<file path="config.mk">
export PLATFORM = sky130hd
export DESIGN_NAME = fetch_unit_flat
export DESIGN_NICKNAME = d
export VERILOG_FILES = /design/src/rtl/fetch_unit_if.sv /design/src/rtl/fetch_unit.sv /design/src/flat_wrapper.sv
export SDC_FILE = /design/constraint.sdc
export NUM_CORES = 1
export LEC_CHECK = 0
export BUFFER_PORTS_ARGS = -buffer_cell sky130_fd_sc_hd__buf_2
export CORE_ASPECT_RATIO = 0.6
export CORE_MARGIN = 2
export CORE_UTILIZATION = 43
export CTS_CLUSTER_SIZE = 14
export DETAILED_ROUTE_END_ITERATION = 12
export GPL_ROUTABILITY_DRIVEN = 0
export GPL_TIMING_DRIVEN = 1
export HOLD_SLACK_MARGIN = 0.06
export PLACE_DENSITY = 0.74
export SLEW_MARGIN = 20
export SYNTH_ARGS = -nofsm -noshare
export SYNTH_HDL_FRONTEND = slang
export SYNTH_SLANG_ARGS = --single-unit
export TNS_END_PERCENT = 5
</file>
<file path="constraint.sdc">
create_clock -name clk -period 2 [get_ports clk]
set_input_delay 0.3 -clock clk [delete_from_list [all_inputs] [get_ports clk]]
set_output_delay 0.3 -clock clk [all_outputs]
set_load 0.05 [all_outputs]
</file>
<file path="src/rtl/fetch_unit_if.sv">
// Fetch unit bus bundle: program ROM port, branch redirect
// and decode-side valid/ready handshake.
interface fetch_unit_if;
  logic [13:0] Rom_addr_in;
  logic        pc_1;
  logic [1:0]  sel_mem_0;
  logic        sel_mem_1;
  logic [15:0] IR_0;
  logic [15:0] IR_1;
  logic        branch_valid;
  logic [15:0] branch_target;
  logic        dec_ready;
  logic        instr_valid;
  logic [31:0] instr;
  logic        instr_is32;
  logic [15:0] instr_pc;
  logic [15:0] fetch_pc;

  modport master (
    output Rom_addr_in, pc_1, sel_mem_0, sel_mem_1,
    output instr_valid, instr, instr_is32, instr_pc, fetch_pc,
    input  IR_0, IR_1, branch_valid, branch_target, dec_ready
  );

  modport slave (
    input  Rom_addr_in, pc_1, sel_mem_0, sel_mem_1,
    input  instr_valid, instr, instr_is32, instr_pc, fetch_pc,
    output IR_0, IR_1, branch_valid, branch_target, dec_ready
  );
endinterface

</file>
<file path="src/rtl/fetch_unit.sv">
// Thumb fetch stage: 16/32-bit instruction fetch from a
// halfword-addressable ROM with stall and branch redirect.
module fetch_unit #(
  parameter logic [15:0] RESET_PC = 16'h0000
) (
  input logic         clk,
  input logic         rst_n,
  fetch_unit_if.master bus
);

  typedef enum logic [1:0] {
    BOOT,
    RUN,
    STALL
  } state_t;

  state_t      state;
  logic [15:0] pc_q;
  logic        valid_q;
  logic [31:0] instr_q;
  logic        is32_q;
  logic [15:0] ipc_q;

  logic        is32;
  logic [31:0] instr_d;
  logic [15:0] step;
  logic [1:0]  sel0;
  logic        sel1;

  assign bus.Rom_addr_in = pc_q[15:2];
  assign bus.pc_1        = pc_q[1];
  assign bus.sel_mem_0   = sel0;
  assign bus.sel_mem_1   = sel1;
  assign bus.fetch_pc    = pc_q;
  assign bus.instr_valid = valid_q;
  assign bus.instr       = instr_q;
  assign bus.instr_is32  = is32_q;
  assign bus.instr_pc    = ipc_q;

  always_comb begin
    sel0 = 2'd0;
    sel1 = 1'b1;
    unique case (pc_q[1])
      1'b0: begin
        sel0 = 2'd0;
        sel1 = 1'b1;
      end
      1'b1: begin
        sel0 = 2'd2;
        sel1 = 1'b0;
      end
    endcase
  end

  // 11101/11110/11111 prefixes open a 32-bit encoding
  assign is32 = (bus.IR_0[15:13] == 3'b111)
             && (bus.IR_0[12:11] != 2'b00);

  assign instr_d = is32 ? {bus.IR_0, bus.IR_1}
                        : {16'h0000, bus.IR_0};
  assign step    = is32 ? 16'd4 : 16'd2;

  always_ff @(posedge clk or negedge rst_n) begin
    if (!rst_n) begin
      state   <= BOOT;
      pc_q    <= RESET_PC;
      valid_q <= 1'b0;
      instr_q <= '0;
      is32_q  <= 1'b0;
      ipc_q   <= '0;
    end else begin
      unique case (state)
        BOOT: state <= RUN;
        RUN, STALL: begin
          if (bus.branch_valid) begin
            pc_q    <= {bus.branch_target[15:1], 1'b0};
            valid_q <= 1'b0;
            state   <= RUN;
          end else if (!valid_q || bus.dec_ready) begin
            instr_q <= instr_d;
            is32_q  <= is32;
            ipc_q   <= pc_q;
            valid_q <= 1'b1;
            pc_q    <= pc_q + step;
            state   <= RUN;
          end else begin
            state <= STALL;
          end
        end
        default: state <= BOOT;
      endcase
    end
  end

endmodule

</file>
<file path="src/flat_wrapper.sv">
// flat-port wrapper written by rule: the top's interface ports become plain ports
module fetch_unit_flat 
#(
  parameter logic [15:0] RESET_PC = 16'h0000
)
  (clk, rst_n, bus_Rom_addr_in, bus_pc_1, bus_sel_mem_0, bus_sel_mem_1, bus_instr_valid, bus_instr, bus_instr_is32, bus_instr_pc, bus_fetch_pc, bus_IR_0, bus_IR_1, bus_branch_valid, bus_branch_target, bus_dec_ready);
  fetch_unit_if bus_i ();
  input logic clk;
  input logic rst_n;
  output wire logic [$bits(bus_i.Rom_addr_in)-1:0] bus_Rom_addr_in;
  output wire logic [$bits(bus_i.pc_1)-1:0] bus_pc_1;
  output wire logic [$bits(bus_i.sel_mem_0)-1:0] bus_sel_mem_0;
  output wire logic [$bits(bus_i.sel_mem_1)-1:0] bus_sel_mem_1;
  output wire logic [$bits(bus_i.instr_valid)-1:0] bus_instr_valid;
  output wire logic [$bits(bus_i.instr)-1:0] bus_instr;
  output wire logic [$bits(bus_i.instr_is32)-1:0] bus_instr_is32;
  output wire logic [$bits(bus_i.instr_pc)-1:0] bus_instr_pc;
  output wire logic [$bits(bus_i.fetch_pc)-1:0] bus_fetch_pc;
  input wire logic [$bits(bus_i.IR_0)-1:0] bus_IR_0;
  input wire logic [$bits(bus_i.IR_1)-1:0] bus_IR_1;
  input wire logic [$bits(bus_i.branch_valid)-1:0] bus_branch_valid;
  input wire logic [$bits(bus_i.branch_target)-1:0] bus_branch_target;
  input wire logic [$bits(bus_i.dec_ready)-1:0] bus_dec_ready;
  assign bus_Rom_addr_in = bus_i.Rom_addr_in;
  assign bus_pc_1 = bus_i.pc_1;
  assign bus_sel_mem_0 = bus_i.sel_mem_0;
  assign bus_sel_mem_1 = bus_i.sel_mem_1;
  assign bus_instr_valid = bus_i.instr_valid;
  assign bus_instr = bus_i.instr;
  assign bus_instr_is32 = bus_i.instr_is32;
  assign bus_instr_pc = bus_i.instr_pc;
  assign bus_fetch_pc = bus_i.fetch_pc;
  assign bus_i.IR_0 = bus_IR_0;
  assign bus_i.IR_1 = bus_IR_1;
  assign bus_i.branch_valid = bus_branch_valid;
  assign bus_i.branch_target = bus_branch_target;
  assign bus_i.dec_ready = bus_dec_ready;
  fetch_unit #(.RESET_PC(RESET_PC)) u_core (.clk(clk), .rst_n(rst_n), .bus(bus_i));
endmodule
</file>
==> results.toml <==
[global_route]
grt_overflow = 0
grt_antenna_before_repair = 0
grtUsageTotal = 0.218
grt_max_degree = 67
grt_pass1_wl_um = 13800
grt_pass1_vias = 2845

[yosys]
syn_avg_cell_area_sq_um = 8.82
synth_top_area_frac = 0.517
syn_inst = 362
synth_edf_count = 0
ys_types = 38
yosys.area.top_type = "dfrtp_1"
synth_ff_type = "dfrtp_1"
ys_seq_area_frac = 0.517
synth_seq_cells = 66
synth_area_leaders = "dfrtp_1, nand2_1, a21oi_1"
syn_area_sq_um = 3190
async_reset_ff_frac = 1.00
yosysWarningCount = 0

[clock_network]
cts_root_buf = "clkbuf_16"
cts_tree = "yes"
path_clk_slew_ns = 0.05
clock_path_buffers = 2
clk_latency_ns = 0.33
cts_max_level = 3
cts_buffers = 9
cts_num_sinks = 66

[sta]
slew-limit-headroom = 0.617
final_max_slew_viol_count = 0
finalClockSkew_ns = 0.00251
rsz0062_at_grt = "yes"
setup_viol = 0
fin_tns_setup_ns = 0
max_freq_ghz = 0.519
setup_slack_ns = 0.0728
worst_pin_slew_ns = 0.573
period_needed_ns = 1.93
min_period_over_period = 0.964
hold_viol_final = 0

[worst_setup_path]
crit_slowest_cell = "nor4b_4"
slowest_delay_ns = 0.42
end_kind = "register"
required_ns = 2.21
start_kind = "input port"
cp_cell_sequence = "buf_2 -> o21ai_4 -> nor3_4 -> inv_2 -> ha_4 -> inv_2 -> fa_2 -> nor4b_4 -> nand3_1 -> mux2i_1 -> a21oi_1"
path_class = "input port to register"
path_max_fanout = 6
cpMostUsedCell = "inv_2"
arrival_ns = 2.14
cp_top_family = "simple AND/OR/NAND/NOR gates"
path_buf_inv = 3

[floorplan]
core_area_sq_um = 7240
placementRows = 24
die_h_um = 70.8
die_area_sq_um = 8150
ios = 136
initial_utilization = 0.441
fp.dieW_um = 115

[routing]
routed_via_density = 5.04
wl_um = 8650
vias = 3040
ant_nets = 0
route.detailed.drc = 0
dr.pass1.iters = 5
drt_iter0_markers = 198
wire_per_inst_um = 14.3

[cells_and_area]
final_cell_mix = "buf_2, nand2_1, dfrtp_1, a21oi_1"
fin_util = 0.602
drive_gt1_frac = 0.373
final_common_cell = "buf_2"
stdcell_area_sq_um = 4350
syn_to_final_growth_pct = 36.4
diodes = 0
nets = 551

[placed_design]
placed_area_sq_um = 4040
portBuffers = 131
place_ws_ns = -0.305
hpwl_um = 6270

[flow_run]
maxCapViolCount = 0

[hold_path]
hold_path.class = "input port to register"

[status]
outcome = "finished clean"
[final timing paths]
| kind | startpoint | to | slack [ns] | cells after the start |
|---|---|---|---|---|
| max in group asynchronous | rst_n | u_core.bus.fetch_pc[1]$_DFFE_PN0P_ | 1.17 | 3 |
| worst max-delay path | bus_IR_0[11] | u_core.bus.fetch_pc[13]$_DFFE_PN0P_ | 0.07 | 11 |
| min in group asynchronous | rst_n | u_core.bus.instr[14]$_DFFE_PN0P_ | 0.51 | 3 |
| worst min-delay path | bus_IR_0[5] | u_core.bus.instr[21]$_DFFE_PN0P_ | 0.21 | 3 |
| worst min register to register | u_core.bus.instr[18]$_DFFE_PN0P_ | u_core.bus.instr[18]$_DFFE_PN0P_ | 0.46 | 2 |
| worst max register to register | u_core.bus.fetch_pc[2]$_DFFE_PN0P_ | u_core.bus.fetch_pc[13]$_DFFE_PN0P_ | 0.08 | 6 |
[worst reg2reg max path, cell delays in order, from the launching register on]
cell	delay, ns
dfrtp_1	0.41
inv_1	0.11
fa_2	0.43
nor4b_4	0.42
nand3_1	0.17
mux2i_1	0.18
a21oi_1	0.09
[state kept, by name, summed over array words and instances, names as in the netlist]
signal,cells
u_core.state,2
u_core.bus.instr_pc,15
u_core.bus.instr_valid,1
u_core.bus.fetch_pc,15
u_core.bus.instr,32
u_core.bus.instr_is32,1
[area by class of cell]
class / count / area (sq um)
inverters: 12 / 45.0
repair buffers: 156 / 883
clock buffers: 11 / 243
fillers: 653 / 2880
multi-input cells: 249 / 1350
well taps: 104 / 130
flip-flops and latches: 66 / 1650
clock inverters: 5 / 53.8
[synthesized netlist by cell type, drive strengths merged (2+ instances only)]
cell    count
buf        21
a21o        5
o21ai      16
dfrtp      66
a21oi      35
clkbuf     16
nor4        2
ha          4
nand4       3
a311oi      3
nand3      21
nor2       22
nor3        6
nand2      93
o22ai      12
o211ai      2
and3        4
inv        12
mux2i       4
[logic make-up after synthesis]
family	count (synthesis)	synth area share
simple gates	158	0.223
compound gates	79	0.143
flops	66	0.517
buf+inv	49	0.0807
fa+ha+maj	5	0.0219
mux	4	0.0125
other cells	1	0.00117
[what timing repair did]
item                                   in CTS  in global routing
endpoints found under the hold margin      66                  0
resized for setup                           0                  1
setup buffers                               0                  0
setup endpoints to repair                   0                  3
hold buffers                                1                  0
[layer usage]
| metal | up-vias | part of all wire | GRT usage | wire (um) |
|---|---|---|---|---|
| met1 | 1442 | 0.47 | 0.301 | 4100 |
| met5 | - | 0 | 0 | 0 |
| met2 | 115 | 0.44 | 0.328 | 3840 |
| met3 | 9 | 0.069 | 0.0626 | 596 |
| li1 | 1474 | - | - | - |
| met4 | 0 | 0.012 | 0.0843 | 104 |
[stage by stage]
| stage | hold WS (ns) | cells |
|---|---|---|
| 4_1_cts | 0.194 | 603 |
| 3_3_place_gp | 0.340 | 586 |
| 5_1_grt | 0.210 | 603 |
| 6_report | 0.207 | 603 |
| 3_5_place_dp | 0.346 | 586 |
| 2_1_floorplan | 0.00441 | 364 |
Power is left out: the tool's default activity adds up to more than one toggle a clock period on the data nets, which glitch-free logic cannot reach.
